--- config.mk ---
export PLATFORM = sky130hd
export DESIGN_NAME = nanov_store_capture
export DESIGN_NICKNAME = d
export VERILOG_FILES = /design/src/rtl/nanov_store_pkg.sv /design/src/rtl/nanov_sync_fifo.sv /design/src/rtl/nanov_store_capture.sv
export SDC_FILE = /design/constraint.sdc
export NUM_CORES = 1
export LEC_CHECK = 0
export CORE_MARGIN = 4
export CORE_UTILIZATION = 55
export DETAILED_ROUTE_END_ITERATION = 10
export PLACE_DENSITY = 0.81
export SETUP_SLACK_MARGIN = 0.02
export SLEW_MARGIN = 40
export SYNTH_ARGS = -nofsm -noshare
export SYNTH_HDL_FRONTEND = slang
export SYNTH_SLANG_ARGS = --single-unit
--- constraint.sdc ---
create_clock -name clk -period 14.31 [get_ports clk]
set_input_delay 2.1465 -clock clk [delete_from_list [all_inputs] [get_ports clk]]
set_output_delay 2.1465 -clock clk [all_outputs]
set_load 0.01 [all_outputs]
--- src/rtl/nanov_store_pkg.sv ---
// rtl/nanov_store_pkg.sv - shared widths and decode helpers for nanoV store capture
package nanov_store_pkg;

    localparam int WORD_W   = 32;
    localparam int ADDR_LSB = 2;
    localparam int IDX_W    = 4;

    function automatic logic [WORD_W-1:0] bit_reverse32(input logic [WORD_W-1:0] w);
        logic [WORD_W-1:0] r;
        for (int i = 0; i < WORD_W; i++) begin
            r[i] = w[WORD_W-1-i];
        end
        return r;
    endfunction

    // Returns {hit, idx}; only word-aligned addresses inside the bank decode.
    function automatic logic [IDX_W:0] ch_hit(input logic [WORD_W-1:0] addr,
                                              input logic [WORD_W-1:0] base,
                                              input int unsigned       n);
        logic [WORD_W-1:0] off;
        logic              hit;
        off = addr - base;
        hit = (addr[ADDR_LSB-1:0] == '0) && (addr >= base) && (off < (n << ADDR_LSB));
        return {hit, off[ADDR_LSB +: IDX_W]};
    endfunction

endpackage

--- src/rtl/nanov_sync_fifo.sv ---
// rtl/nanov_sync_fifo.sv - synchronous FIFO with a registered head entry
module nanov_sync_fifo #(
    parameter int WIDTH = 64,
    parameter int DEPTH = 8,
    localparam int CNT_W = $clog2(DEPTH + 1),
    localparam int PTR_W = $clog2(DEPTH)
) (
    input  logic             clk,
    input  logic             rst,
    input  logic             push,
    input  logic [WIDTH-1:0] wdata,
    input  logic             pop,
    output logic             full,
    output logic             empty,
    output logic [CNT_W-1:0] count,
    output logic [WIDTH-1:0] head
);

    logic [WIDTH-1:0] mem [DEPTH];
    logic [PTR_W-1:0] wr_ptr, rd_ptr, rd_nxt;
    logic [WIDTH-1:0] head_n;
    logic             push_eff, pop_eff;

    assign full     = (count == CNT_W'(DEPTH));
    assign empty    = (count == '0);
    assign pop_eff  = pop & ~empty;
    assign push_eff = push & (~full | pop_eff);
    assign rd_nxt   = rd_ptr + PTR_W'(1);

    // The head register tracks whatever will sit at rd_ptr after this edge.
    always_comb begin
        head_n = head;
        if (pop_eff) begin
            if (count == CNT_W'(1)) begin
                if (push_eff) head_n = wdata;
            end else begin
                head_n = mem[rd_nxt];
            end
        end else if (empty && push_eff) begin
            head_n = wdata;
        end
    end

    always_ff @(posedge clk) begin
        if (push_eff) mem[wr_ptr] <= wdata;
    end

    always_ff @(posedge clk or posedge rst) begin
        if (rst) begin
            wr_ptr <= '0;
            rd_ptr <= '0;
            count  <= '0;
            head   <= '0;
        end else begin
            if (push_eff) wr_ptr <= wr_ptr + PTR_W'(1);
            if (pop_eff)  rd_ptr <= rd_nxt;
            count <= count + CNT_W'(push_eff) - CNT_W'(pop_eff);
            head  <= head_n;
        end
    end

endmodule

--- src/rtl/nanov_store_capture.sv ---
// rtl/nanov_store_capture.sv - nanoV store capture; optional readback via STORE_CAPTURE_READBACK_EN
module nanov_store_capture
    import nanov_store_pkg::*;
#(
    parameter int              NUM_CH       = 4,
    parameter int              DEPTH        = 8,
    parameter logic [31:0]     BASE_ADDR    = 32'h0000_1000,
    parameter int              REVERSE_DATA = 1
) (
    input  logic                         clk,
    input  logic                         rst,
    input  logic [WORD_W-1:0]            data_out,
    input  logic                         store_addr_out,
    input  logic                         store_data_out,
    output logic [WORD_W*NUM_CH-1:0]     ch_data,
    output logic [NUM_CH-1:0]            ch_wr,
    output logic                         out_valid,
    input  logic                         out_ready,
    output logic [WORD_W-1:0]            out_addr,
    output logic [WORD_W-1:0]            out_data,
    output logic [$clog2(DEPTH+1)-1:0]   count,
    output logic                         overflow,
    input  logic                         ovf_clr,
    input  logic [WORD_W-1:0]            rd_addr,
    output logic [WORD_W-1:0]            rd_data
);

    logic [WORD_W-1:0]   addr_q;
    logic [WORD_W-1:0]   ch_q [NUM_CH];
    logic [WORD_W-1:0]   word;
    logic [IDX_W:0]      wr_dec;
    logic                wr_hit;
    logic [IDX_W-1:0]    wr_idx;
    logic                fifo_full, fifo_empty;
    logic [2*WORD_W-1:0] fifo_head;

    assign word   = (REVERSE_DATA != 0) ? bit_reverse32(data_out) : data_out;
    assign wr_dec = ch_hit(addr_q, BASE_ADDR, NUM_CH);
    assign wr_hit = wr_dec[IDX_W];
    assign wr_idx = wr_dec[IDX_W-1:0];

    nanov_sync_fifo #(
        .WIDTH (2*WORD_W),
        .DEPTH (DEPTH)
    ) u_fifo (
        .clk   (clk),
        .rst   (rst),
        .push  (store_data_out),
        .wdata ({addr_q, word}),
        .pop   (out_ready),
        .full  (fifo_full),
        .empty (fifo_empty),
        .count (count),
        .head  (fifo_head)
    );

    assign out_valid = ~fifo_empty;
    assign out_addr  = fifo_head[2*WORD_W-1:WORD_W];
    assign out_data  = fifo_head[WORD_W-1:0];

    // A data strobe always consumes the old addr_q, so it masks a simultaneous address strobe.
    always_ff @(posedge clk or posedge rst) begin
        if (rst) begin
            addr_q   <= '0;
            ch_wr    <= '0;
            overflow <= 1'b0;
            for (int i = 0; i < NUM_CH; i++) ch_q[i] <= '0;
        end else begin
            ch_wr <= '0;
            if (store_data_out) begin
                for (int i = 0; i < NUM_CH; i++) begin
                    if (wr_hit && (wr_idx == IDX_W'(i))) begin
                        ch_q[i]  <= word;
                        ch_wr[i] <= 1'b1;
                    end
                end
            end else if (store_addr_out) begin
                addr_q <= data_out;
            end
            if (store_data_out && fifo_full && !(out_valid && out_ready)) begin
                overflow <= 1'b1;
            end else if (ovf_clr) begin
                overflow <= 1'b0;
            end
        end
    end

    for (genvar g = 0; g < NUM_CH; g++) begin : g_ch_flat
        assign ch_data[g*WORD_W +: WORD_W] = ch_q[g];
    end

`ifdef STORE_CAPTURE_READBACK_EN
    logic [IDX_W:0]    rd_dec;
    logic [WORD_W-1:0] rd_sel;

    assign rd_dec = ch_hit(rd_addr, BASE_ADDR, NUM_CH);

    always_comb begin
        rd_sel = '0;
        for (int i = 0; i < NUM_CH; i++) begin
            if (rd_dec[IDX_W-1:0] == IDX_W'(i)) rd_sel = ch_q[i];
        end
    end

    // Undo the capture reversal so the CPU sees its own bit order.
    assign rd_data = !rd_dec[IDX_W]     ? '0 :
                     (REVERSE_DATA != 0) ? bit_reverse32(rd_sel) : rd_sel;
`else
    logic rd_addr_unused;
    assign rd_addr_unused = ^rd_addr;
    assign rd_data        = '0;
`endif

endmodule

== Word level (Yosys, flattened, before mapping) ==
Memories as Yosys holds them, arrays and structs flattened.
Cells that the tools add are included.

* Bitwise logic cells: 6
* Add/sub/neg operators: 5
* Reductions and logical operators: 22
* Muxes and demuxes: 13
* Equal/unequal tests: 6
* Order comparisons: 2

{| class="wikitable"
|+ Operators by type and width
! operator !! count
|-
| $mux W64 || 4
|-
| $ge A32 B13 Y1 const B || 1
|-
| $lt A32 B5 Y1 const B || 1
|-
| $sub A32 B13 Y32 const B || 1
|-
| $reduce_and A2 Y1 || 6
|-
| $logic_and A1 B1 Y1 || 10
|-
| $eq A4 B1 Y1 const B || 2
|-
| $eq A4 B2 Y1 const B || 2
|-
| $logic_not A4 Y1 || 2
|-
| $mux W1 || 8
|-
| $add A3 B1 Y3 const B || 2
|-
| $add A4 B1 Y4 || 1
|-
| $eq A4 B4 Y1 const B || 1
|-
| $mux W4 || 1
|-
| $reduce_bool A2 Y1 || 2
|-
| $sub A4 B1 Y4 || 1
|-
| $ne A3 B2 Y1 const B || 1
|-
| $not A1 Y1 || 3
|-
| $and A1 B1 Y1 || 2
|-
| $logic_not A2 Y1 || 1
|-
| $logic_not A1 Y1 || 1
|-
| $or A1 B1 Y1 || 1
|}

* Memories: 1
* Output and inout port bits: 234
* Register bits after elaboration: 239
* Input port bits: 70
* Bits in writable memories: 512

{| class="wikitable"
|+ Memory list
! name !! depth !! width !! read ports !! clocked after Yosys merged registers in !! write ports !! line !! text
|-
| u_fifo.mem || 8 || 64 || 1 || 0 || 1 || nanov_sync_fifo.sv:19 || <nowiki>logic [WIDTH-1:0] mem [DEPTH];</nowiki>
|}

== Logic depth before layout (Yosys ltp) ==
Gate-level depths: netlist (run 1).

* Depth after elaboration: 8
* Gate-level depth with buffers: 11
* Depth with buffers taken out: 11

== Hierarchy ==
A second synthesis (run 1) with hierarchy kept.

* Cell total of the unflattened synthesis: 1865
* Area, all modules: 30280.3 sq um

{| class="wikitable"
|+ By module, submodules not included
! module !! area each (sq um) !! instances !! cells each
|-
| nanov_sync_fifo || 23794.1 || 1 || 1456
|-
| nanov_store_capture || 6486.2 || 1 || 409
|}

== Worst setup path after synthesis (run 1) ==
Ideal clock, no wire load.

* Path kind: input -> register
* Start point: in out_ready
* End point: mem u_fifo.mem[0][0], enable pin
* Stages on the path: 3
* Buffers on the path: 0
* Arrival: 8.554 ns
* Slack: 5.112 ns
* Cell sequence: nor2b_1 o31ai_1 nor4_1

* Longest elaborated chain between the ends: 5

{| class="wikitable"
|+ Ends and longest elaborated chain
! what !! line !! text
|-
| start, declared || nanov_store_capture.sv:18 || <nowiki>input logic out_ready,</nowiki>
|-
| $and A1 B1 Y1 || nanov_sync_fifo.sv:26 || <nowiki>assign pop_eff = pop & ~empty;</nowiki>
|-
| $or A1 B1 Y1 || nanov_sync_fifo.sv:27 || <nowiki>assign push_eff = push & (~full | pop_eff);</nowiki>
|-
| $and A1 B1 Y1 || nanov_sync_fifo.sv:27 ||
|-
| $mux W1 || nanov_sync_fifo.sv:45 || <nowiki>if (push_eff) mem[wr_ptr] <= wdata;</nowiki>
|-
| $mux W1 (implied by the code) || nanov_sync_fifo.sv:45 ||
|-
| end, declared || nanov_sync_fifo.sv:19 ||
|}

Every way passes these cells.

== Worst setup path in the final report (run 1) ==
* Start point: in store_data_out
* End point: reg ch_q, in the netlist ch_data[69]

* Longest elaborated chain between the ends: 1

{| class="wikitable"
|+ Ends and longest elaborated chain
! what !! line !! text
|-
| start, declared || nanov_store_capture.sv:14 || <nowiki>input logic store_data_out,</nowiki>
|-
| $reduce_and A2 Y1 (no line) || -- ||
|-
| end signal, assigned by index || nanov_store_capture.sv:73 || <nowiki>ch_q[i] <= word;</nowiki>
|-
| end, declared || nanov_store_capture.sv:29 || <nowiki>logic [WORD_W-1:0] ch_q [NUM_CH];</nowiki>
|}

Every way passes these cells.
A chain may end at the register's enable or synchronous reset.

==> impl_metrics.env, run 1 <==
export IMPL_setup_violations=0
export IMPL_ys_seq_area_frac=0.744
export IMPL_hpwl_um=35500
export IMPL_yosys_area_top_type_share=0.536
export IMPL_synth_area_per_cell_um2=19.1
export IMPL_p_total_mw=6.88
export IMPL_yosysWarnings=0
export IMPL_synth_top_area_cell="edfxtp_1"
export IMPL_fin_tns_setup_ps=0
export IMPL_synthFlopType="edfxtp_1"
export IMPL_io_buffers=239
export IMPL_die_h_um=236
export IMPL_grt_max_degree=119
export IMPL_max_slew_margin=0.440
export IMPL_final_cell_mix="512 x edfxtp_1, 239 x clkdlybuf4s50_1, 238 x dfrtp_1, 159 x mux2_2, 140 x nand2_1"
export IMPL_via_per_inst=6.21
export IMPL_start_util=0.557
export IMPL_final_common_cell="edfxtp_1"
export IMPL_htree_levels=3
export IMPL_cts_root_buf="clkbuf_16"
export IMPL_powerDensity_nw_per_um2=201
export IMPL_grt_pass1_wl_um=104000
export IMPL_cpPeakStageDelay_ps=760
export IMPL_slew_violations=0
export IMPL_vias=15500
export IMPL_clkLatencyLatePin_ps=590
export IMPL_clockBufferDepth=3
export IMPL_antenna_found_initial=0
export IMPL_yosys_register_bits=751
export IMPL_drc=0
export IMPL_synthCells=1504
export IMPL_pin_count=304
export IMPL_fin_crit_sh=0.310
export IMPL_postCtsResizedCells=0
export IMPL_critPathMaxFanout=32
export IMPL_grt_util_all_layers=0.245
export IMPL_grt_overflow=0
export IMPL_crit_buf_inv=2
export IMPL_p_int_mw=4.76
export IMPL_clkPwrFrac=0.273
export IMPL_min_path_type="reg -> reg"
export IMPL_route_antenna_remaining_nets=0
export IMPL_worstPathRequired_ps=14760
export IMPL_grt_pass1_vias=16700
export IMPL_finalNetCount=1842
export IMPL_cp_arrival_ps=4890
export IMPL_clk_pin_slew_ps=60
export IMPL_wirelength_um=68000
export IMPL_syn_to_final_growth_pct=19.5
export IMPL_cp_cell_sequence="clkdlybuf4s50_1 -> nor3b_1 -> nand4_1 -> nor4_2 -> nand4b_1 -> buf_4 -> mux2_2"
export IMPL_place_area_um2=32000
export IMPL_rsz0062_at_grt="no"
export IMPL_die_width_um=236
export IMPL_swShare=0.309
export IMPL_fin_area_um2=34300
export IMPL_drv_cap=0
export IMPL_slowest_stage="clkdlybuf4s50_1"
export IMPL_timing_fmax_mhz=226
export IMPL_synth_area_top_cells="edfxtp_1 54%, dfrtp_1 21%, mux4_2 10%"
export IMPL_place_worst_setup_slack_ps=9290
export IMPL_synthArstFlopShare=0.318
export IMPL_cts_made_buffers=70
export IMPL_drive_above_1_share=0.242
export IMPL_n_antenna_cell=0
export IMPL_p_sw_mw=2.13
export IMPL_critPathKind="in -> reg"
export IMPL_power_leakage_nw=12.7
export IMPL_postCtsHoldBufs=0
export IMPL_hold_viol=0
export IMPL_power_frac_seq=0.423
export IMPL_fp_dieArea_um2=55900
export IMPL_combPwrFrac=0.305
export IMPL_rows=83
export IMPL_dp_cells=2371
export IMPL_cts_tree="built"
export IMPL_status="complete, no violations"
export IMPL_core_um2=51500
export IMPL_fin_crit_ps=4430
export IMPL_worstMarginPinSlew_ps=840
export IMPL_drt_iter0_markers=1549
export IMPL_synth_edf_count=512
export IMPL_clkSinkCount=751
export IMPL_dr_pass1_iters=5
export IMPL_cts_setup_buffers=0
export IMPL_place_gp_congestion=0.743
export IMPL_startpoint_type="input port"
export IMPL_critPathTopFamily="simple AND/OR/NAND/NOR gates"
export IMPL_synth_cell_type_count=36
export IMPL_ir_drop_uv=178
export IMPL_endpoint_kind="register"
export IMPL_fin_skew_ps=23.1
export IMPL_wire_per_inst_um=27.2
export IMPL_timing_final_ws_setup_ps=9880
export IMPL_fin_cells=2497
export IMPL_syn_area_um2=28700
-- registers in the layout (all words and copies together) (netlist names) --
| register | cells |
|---|---|
| overflow | 1 |
| u_fifo.rd_ptr | 3 |
| u_fifo.mem | 512 |
| u_fifo.wr_ptr | 3 |
| ch_data | 128 |
| addr_q | 32 |
| u_fifo.head | 64 |
| ch_wr | 4 |
| u_fifo.count | 4 |
-- path summary, 6_finish.rpt --
check                                      start              end  slack, ps  cells after the start
worst max-delay path              store_data_out      ch_data[69]       9880                      7
worst min-delay path                 ch_data[16]      ch_data[16]        500                      1
worst max register to register  u_fifo.rd_ptr[0]  u_fifo.head[11]      11290                      7
worst min register to register       ch_data[16]      ch_data[16]        500                      1
max in group asynchronous                    rst      ch_data[64]      10450                      4
min in group asynchronous                    rst      ch_data[88]       2120                      2
-- final cells by class --
cell class / count / area, µm²
sequential: 751 / 21400
fill: 3301 / 17200
multi-input combinational: 658 / 6940
timing repair buffer: 268 / 2760
clock buffer: 98 / 2080
tap: 680 / 851
clock inverter: 28 / 250
inverter: 14 / 65.1
-- Yosys cell counts, types with 8 or more instances --
cell type,instances
a21oi_1,66
buf_4,32
edfxtp_1,512
inv_1,14
ha_1,8
mux2_2,159
a221o_1,64
clkbuf_1,43
buf_2,31
mux4_2,128
nand2_1,140
dfrtp_1,239
-- per-stage QoR --
stage | utilization | hold slack (ps)
final | 0.666 | 503
after global routing | 0.666 | 520
after CTS | 0.666 | 506
after detailed placement | 0.621 | 489
after global placement | 0.617 | 474
after floorplan | - | 484
-- power by group through the flow --
stage	combinational (mW)	clock (mW)	sequential, mW
after CTS	2.12	1.90	2.91
after detailed placement	2.08	0	2.95
after floorplan	1.36	0	2.92
after global routing	2.25	1.99	2.94
final	2.10	1.88	2.91
after global placement	1.97	0	2.94
-- metal layers --
| metal | vias up | global-route usage | part of all wire |
|---|---|---|---|
| met4 | 0 | 0.0874 | 0.032 |
| met1 | 8035 | 0.326 | 0.37 |
| met2 | 932 | 0.399 | 0.49 |
| met5 | - | 0 | 0 |
| li1 | 6377 | - | - |
| met3 | 153 | 0.0631 | 0.10 |
-- logic make-up after synthesis --
| kind of cell | synth area share |
|---|---|
| DFF | 0.744 |
| muxes | 0.164 |
| and+or+nand+nor | 0.0270 |
| AOI/OAI and AO/OA | 0.0353 |
| buffers and inverters | 0.0220 |
| xor gates and xnor gates | 0.00336 |
| adders and majority gates | 0.00419 |
| other | 0.000131 |
Power figures use the tool's default switching activity.
==> run 2: changes to the inputs <==
--- a/config.mk
+++ b/config.mk
@@ -6,9 +6,9 @@
 export NUM_CORES = 1
 export LEC_CHECK = 0
 export CORE_MARGIN = 4
-export CORE_UTILIZATION = 55
+export CORE_UTILIZATION = 51
 export DETAILED_ROUTE_END_ITERATION = 10
-export PLACE_DENSITY = 0.81
+export PLACE_DENSITY = 0.79
 export SETUP_SLACK_MARGIN = 0.02
 export SLEW_MARGIN = 40
 export SYNTH_ARGS = -nofsm -noshare
==> constraint.sdc (replaced) <==
create_clock -name clk -period 3.8 [get_ports clk]
set_input_delay 0.57 -clock clk [delete_from_list [all_inputs] [get_ports clk]]
set_output_delay 0.57 -clock clk [all_outputs]
set_load 0.01 [all_outputs]
==> run 2 against run 1 <==
Effect of this change:
- sequential power rose to 3.7 times the previous value
- non-clock buffer count up 13
- global-route usage decreased by 2.0 points
- clock skew fell by 4.1 ps
- highest routed layer unchanged
- largest cell class unchanged
==> impl_metrics.env, run 2 (synthesized netlist as in run 1, its figures left out) <==
export IMPL_fp_dieArea_um2=60100
export IMPL_setup_violations=0
export IMPL_ir_drop_uv=599
export IMPL_cts_setup_buffers=0
export IMPL_grt_overflow=0
export IMPL_cts_tree="built"
export IMPL_wirelength_um=67700
export IMPL_clkSinkCount=751
export IMPL_finalNetCount=1857
export IMPL_wl_met3_um=6310
export IMPL_worstPathRequired_ps=4260
export IMPL_clkLatencyLatePin_ps=600
export IMPL_postCtsHoldBufs=0
export IMPL_postCtsResizedCells=0
export IMPL_fillers=3726
export IMPL_final_common_cell="edfxtp_1"
export IMPL_power_leakage_nw=12.8
export IMPL_worstMarginPinSlew_ps=817
export IMPL_vias=15500
export IMPL_antenna_found_initial=0
export IMPL_worst_r2r_startpoint="addr_q[24]"
export IMPL_startpoint_type="register"
export IMPL_drive_above_1_share=0.247
export IMPL_grt_max_degree=112
export IMPL_fin_tns_setup_ps=0
export IMPL_critPathMaxFanout=32
export IMPL_htree_levels=3
export IMPL_rows=86
export IMPL_min_path_type="in -> async"
export IMPL_status="complete, no violations"
export IMPL_cts_root_buf="clkbuf_16"
export IMPL_core_um2=55400
export IMPL_timing_fmax_mhz=315
export IMPL_start_util=0.518
export IMPL_slew_violations=0
export IMPL_drt_iter0_markers=1396
export IMPL_powerDensity_nw_per_um2=754
export IMPL_rsz0062_at_grt="no"
export IMPL_pin_count=304
export IMPL_fin_skew_ps=19.0
export IMPL_cts_made_buffers=72
export IMPL_endpoint_kind="register"
export IMPL_max_slew_margin=0.452
export IMPL_multi_input_area_um2=6960
export IMPL_fin_crit_ps=3170
export IMPL_syn_to_final_growth_pct=20.8
export IMPL_hpwl_um=37400
export IMPL_register_area_um2=21400
export IMPL_cp_arrival_ps=3640
export IMPL_final_cell_mix="512 x edfxtp_1, 239 x clkdlybuf4s50_1, 238 x dfrtp_1, 159 x mux2_2, 140 x nand2_1"
export IMPL_critPathKind="reg -> reg"
export IMPL_largest_reg_flops=512
export IMPL_clockBufferDepth=3
export IMPL_drc=0
export IMPL_die_h_um=245
export IMPL_place_gp_congestion=0.760
export IMPL_clk_pin_slew_ps=60
export IMPL_drv_cap=0
export IMPL_grt_pass1_vias=16700
export IMPL_die_width_um=245
export IMPL_wl_met1_um=25700
export IMPL_fin_cells=2584
export IMPL_r2r_end="ch_data[96]"
export IMPL_endpoint="ch_data[96]"
export IMPL_via_per_inst=6.01
export IMPL_regMostFlops="u_fifo.mem"
export IMPL_r2r_cells=6
export IMPL_n_antenna_cell=0
export IMPL_grt_pass1_wl_um=103000
export IMPL_io_buffers=239
export IMPL_dp_cells=2452
export IMPL_route_antenna_remaining_nets=0
export IMPL_grt_util_all_layers=0.226
export IMPL_dr_pass1_iters=5
export IMPL_wire_per_inst_um=26.2
export IMPL_crit_path_start="addr_q[24]"
export IMPL_hold_viol=0
export IMPL_wl_met2_um=33700
export IMPL_maxUsedRoutingLayer="met4"
export IMPL_reg2reg_slack_ps=630
export IMPL_fin_crit_sh=0.835
run 2: layout make-up:
class,count,area share
clock buffers,101,0.0599
multi-input cells,658,0.201
inverters,14,0.00162
clock inverters,31,0.00830
well taps,748,0.0270
repair buffers,281,0.0866
flip-flops and latches,751,0.616
run 2: power by group:
part	total, mW	switching [mW]	internal (mW)
registers	10.9	0.754	10.2
clock network	7.15	2.98	4.17
logic	8.06	4.30	3.76
total	26.1	8.03	18.1
run 2: metal layers:
metal,track usage,vias up
met2,0.372,836
met1,0.300,8131
met4,0.0769,0
met3,0.0528,138
met5,0,-
li1,-,6425
run 2: worst min-delay path by stage:
| stage | from | end | slack, ps | cells after the start |
|---|---|---|---|---|
| after CTS | rst | ch_data[100] | 370 | 2 |
| after floorplan | u_fifo.rd_ptr[1] | u_fifo.rd_ptr[1] | 480 | 1 |
| after global routing | rst | ch_data[97] | 410 | 2 |
| after detailed placement | ch_data[21] | ch_data[21] | 490 | 1 |
| final | rst | ch_data[97] | 390 | 2 |
| after global placement | ch_data[18] | ch_data[18] | 480 | 1 |
run 2: per-stage QoR:
stage / util / hold WS [ps] / total power, mW / setup WS, ps / area, µm²
after floorplan: - / 484 / 16.1 / -2220 / 28800
after global placement: 0.582 / 477 / 18.8 / 678 / 32300
after detailed placement: 0.583 / 486 / 19.1 / 616 / 32300
after CTS: 0.626 / 373 / 26.3 / 664 / 34700
after global routing: 0.626 / 414 / 27.3 / 592 / 34700
final: 0.626 / 387 / 26.1 / 627 / 34700
run 2: critical path: stages, from the launching register on:
cell and delay [ps]:
dfrtp_1 520, nor4_1 690, nand4_1 310, nor4_2 590
nand4_1 190, buf_4 370, mux2_2 350
